`src/rtl/top_adder_pkg.sv`:
```
// Shared constants for the rca_adder design; every block and bench imports
// the operand width from here instead of redefining it.
package top_adder_pkg;

  localparam int NBIT_DEFAULT = 8;

endpackage : top_adder_pkg

```
`src/rtl/top_adder_full_adder.sv`:
```
// Single full-adder cell: one link of the ripple-carry chain.
module full_adder (
  input  logic a,
  input  logic b,
  input  logic cin,
  output logic s,
  output logic cout
);

  assign s    = a ^ b ^ cin;
  assign cout = (a & b) | (a & cin) | (b & cin);

endmodule : full_adder

```
`src/rtl/top_adder.sv`:
```
// Unsigned NBIT-bit ripple-carry adder with a registered sum; the carry out
// of the MSB is dropped, so S is (A + B) mod 2^NBIT one cycle later.
module top_adder
  import top_adder_pkg::*;
#(
  parameter int NBIT = NBIT_DEFAULT
) (
  input  logic            clk,
  input  logic            rst,
  input  logic [NBIT-1:0] A,
  input  logic [NBIT-1:0] B,
  output logic [NBIT-1:0] S
);

  logic [NBIT-1:0] w_sum;
  logic            w_unused_carry;
  logic [NBIT-1:0] r_sum;

  // Each stage owns its carry nets so the chain is a plain linear path.
  for (genvar i = 0; i < NBIT; i++) begin : g_fa
    logic w_cin;
    logic w_cout;

    if (i == 0) begin : g_first
      assign w_cin = 1'b0;
    end else begin : g_rest
      assign w_cin = g_fa[i-1].w_cout;
    end

    full_adder u_fa (
      .a    (A[i]),
      .b    (B[i]),
      .cin  (w_cin),
      .s    (w_sum[i]),
      .cout (w_cout)
    );
  end

  assign w_unused_carry = g_fa[NBIT-1].w_cout;

  always_ff @(posedge clk or posedge rst) begin
    if (rst) begin
      r_sum <= '0;
    end else begin
      r_sum <= w_sum;
    end
  end

  assign S = r_sum;

endmodule : top_adder

```
`config.mk`:
```
export PLATFORM = sky130hd
export DESIGN_NAME = top_adder
export DESIGN_NICKNAME = d
export VERILOG_FILES = /design/src/rtl/top_adder_pkg.sv /design/src/rtl/top_adder_full_adder.sv /design/src/rtl/top_adder.sv
export SDC_FILE = /design/constraint.sdc
export NUM_CORES = 1
export LEC_CHECK = 0
export ABC_AREA = 1
export BUFFER_PORTS_ARGS = -buffer_cell sky130_fd_sc_hd__buf_2
export CAP_MARGIN = 20
export CORE_AREA = 2 2 39 41
export CTS_CLUSTER_DIAMETER = 80
export DETAILED_ROUTE_END_ITERATION = 7
export DIE_AREA = 0 0 41 43
export PLACE_DENSITY = 0.59
export SETUP_SLACK_MARGIN = 0.02
export SYNTH_ARGS = -nofsm -noshare
export SYNTH_HDL_FRONTEND = slang
export SYNTH_SLANG_ARGS = --single-unit
```
`constraint.sdc`:
```
create_clock -name clk -period 0.8 [get_ports clk]
set_input_delay 0.16 -clock clk [delete_from_list [all_inputs] [get_ports clk]]
set_output_delay 0.16 -clock clk [all_outputs]
set_load 0.02 [all_outputs]
```
==> flow_summary.ini <==
[final_layout]
layout.cell_area.non_filler_um2 = 646.9
drive_above_1_share = 0.7037
syn_to_final_growth_pct = 72.91
finalNetCount = 81
n_antenna_cell = 0
largest_reg_flops = 8
post_layout_nonfiller_instances = 70

[synth]
synth_cells = 25
ys_types = 7
yosysSeqAreaShare = 0.5351
syn-num-nets = 50
syn_area_um2 = 374.1
yosys_warnings = 0
avgSynthCellArea_um2 = 14.96
synth-seq-cells = 8

[cts]
h-tree-depth = 1
cts_max_path_buffers = 2
clk_pin_slew_ns = 0.05
post_cts_buffers = 0
cts_tree = built
numCtsBuffers = 3
clkSinkCount = 8
cts-root-buf = clkbuf_4

[timing]
slew_viol_final = 0
tightestPinTransition_ns = 0.2908
finalWorstSetupSlack_ns = -1.671
rsz0062_at_grt = true
hold_viol = 0
setup_tns_ns = -7.301
final.period_utilization = 3.089
setup_viol = 14
fmax_mhz = 404.7
relSlewSlack = 0.8059
period_needed_ns = 2.471
whs_ns = 0.1279

[grt]
grt_pass1_wl_mm = 1.041
grt_pass1_vias = 288
track_usage = 0.09397
grt_max_degree = 9
grt_overflow_total = 0
antenna_found_initial = 0

[routing]
via_count = 275
dr.pass1.iters = 1
drc = 0
wl_per_cell_um = 9.500
drt_iter0_markers = 0
via_per_inst = 3.929
totalWireLength_um = 665
drtAntennaViolNets = 0

[run_status]
violations = setup timing
status = finished, violations left

[power]
p_switching_mw = 0.3390
powerDensity_nw_per_um2 = 1855
power.internal_mw = 0.8611
irDropWorstVdd_mv = 0.5335
leakage_nw = 0.3188
pwr-share-comb = 0.339
seqPwrFrac = 0.422
switching_share = 0.2825
clkPwrFrac = 0.239

[min_path]
min_path_type = input port to flip-flop

[worst_setup_path]
crit_slowest_cell = fa_2
critPathKind = input port to flip-flop
crit_top_cell = fa_2
cp_num_buf_inv = 2
end_kind = flip-flop
critPathLaunchType = input port
critPathMaxFanout = 2
worstPathCellList = buf_6, ha_4, fa_2, fa_2, fa_2, fa_2, fa_2, fa_2, inv_2, nand3_2, nand2_1
max_stage_delay_ns = 0.35
cp.required_ns = 0.98
cp_data_arrival_time_ns = 2.65
crit_family = adder cells

[placement]
dp_slack_ns = -1.963
dpl_cell_area_um2 = 546.8
post-place-cells = 66
port_buffers = 25
place_congestion = 0.5784

[floorplanning]
num_rows = 14
core-area_um2 = 1384
boundaryPins = 26
dieWidth_um = 41
initial_core_util = 0.2703
dieArea_um2 = 1763
fp.dieH_um = 43

[job]
maxCapViolations = 0
## timing repair
action	CTS	global route
hold buffers	1	0
resized for setup	18	2
pin swaps	0	0
setup endpoints to repair	14	14
endpoints found under the hold margin	8	0
## area by class of cell
cell class                      count  area [um2]
Multi-Input combinational cell     13       191.4
Tap cell                           16       20.02
Sequential cell                     8       200.2
Timing Repair Buffer               26       197.7
Fill cell                         134       737.0
Clock buffer                        3       22.52
Inverter                            4       15.01
## worst paths after layout
path | start | end | cells after the start
min | B[0] | S[0] | 2
max | A[0] | S[7] | 11
max in group asynchronous | rst | S[2] | 3
min in group asynchronous | rst | S[6] | 3
## layer usage
layer  up-vias  track usage  wire (um)
met3         2      0.01571         58
li1        133            -          -
met4         0       0.1000         12
met1       122      0.09184        227
met2        18       0.1469        366
met5         -            0          0
## power by group through the flow
stage | logic (mW) | registers, mW | clock network [mW]
floorplan | 0.0767 | 0.589 | 0
global placement | 0.316 | 0.494 | 0
detailed placement | 0.322 | 0.497 | 0
CTS | 0.411 | 0.508 | 0.302
global route | 0.455 | 0.511 | 0.315
finish | 0.407 | 0.506 | 0.287
## layout by cell type, fill, tap and decap left out, drive strengths merged
| cell | instances |
|---|---|
| buf | 25 |
| dfrtp | 8 |
| fa | 6 |
| nand2 | 5 |
| inv | 4 |
| clkbuf | 3 |
| nand3 | 1 |
| ha | 1 |
| dlygate4sd3 | 1 |
## synth_stat cells
master / number / area share
dfrtp_1: 8 / 0.54
fa_1: 6 / 0.32
inv_1: 4 / 0.040
nand2_1: 4 / 0.040
ha_1: 1 / 0.033
nand2_2: 1 / 0.017
nand3_1: 1 / 0.013
## logic make-up (layout without fill, tap and decap cells)
| group | Yosys count | in the layout | share of synthesized area |
|---|---|---|---|
| adders and majority gates | 7 | 7 | 0.3545 |
| buffers and inverters | 4 | 33 | 0.04012 |
| and+or+nand+nor | 6 | 6 | 0.07022 |
| DFF | 8 | 8 | 0.5351 |
## through the flow
step / utilization / power (mW)
2_1_floorplan: - / 0.6657
3_3_place_gp: 0.3951 / 0.8099
3_5_place_dp: 0.3951 / 0.8182
4_1_cts: 0.4638 / 1.221
5_1_grt: 0.4675 / 1.281
6_report: 0.4675 / 1.200
No activity file was read; power rests on OpenSTA's default activity.
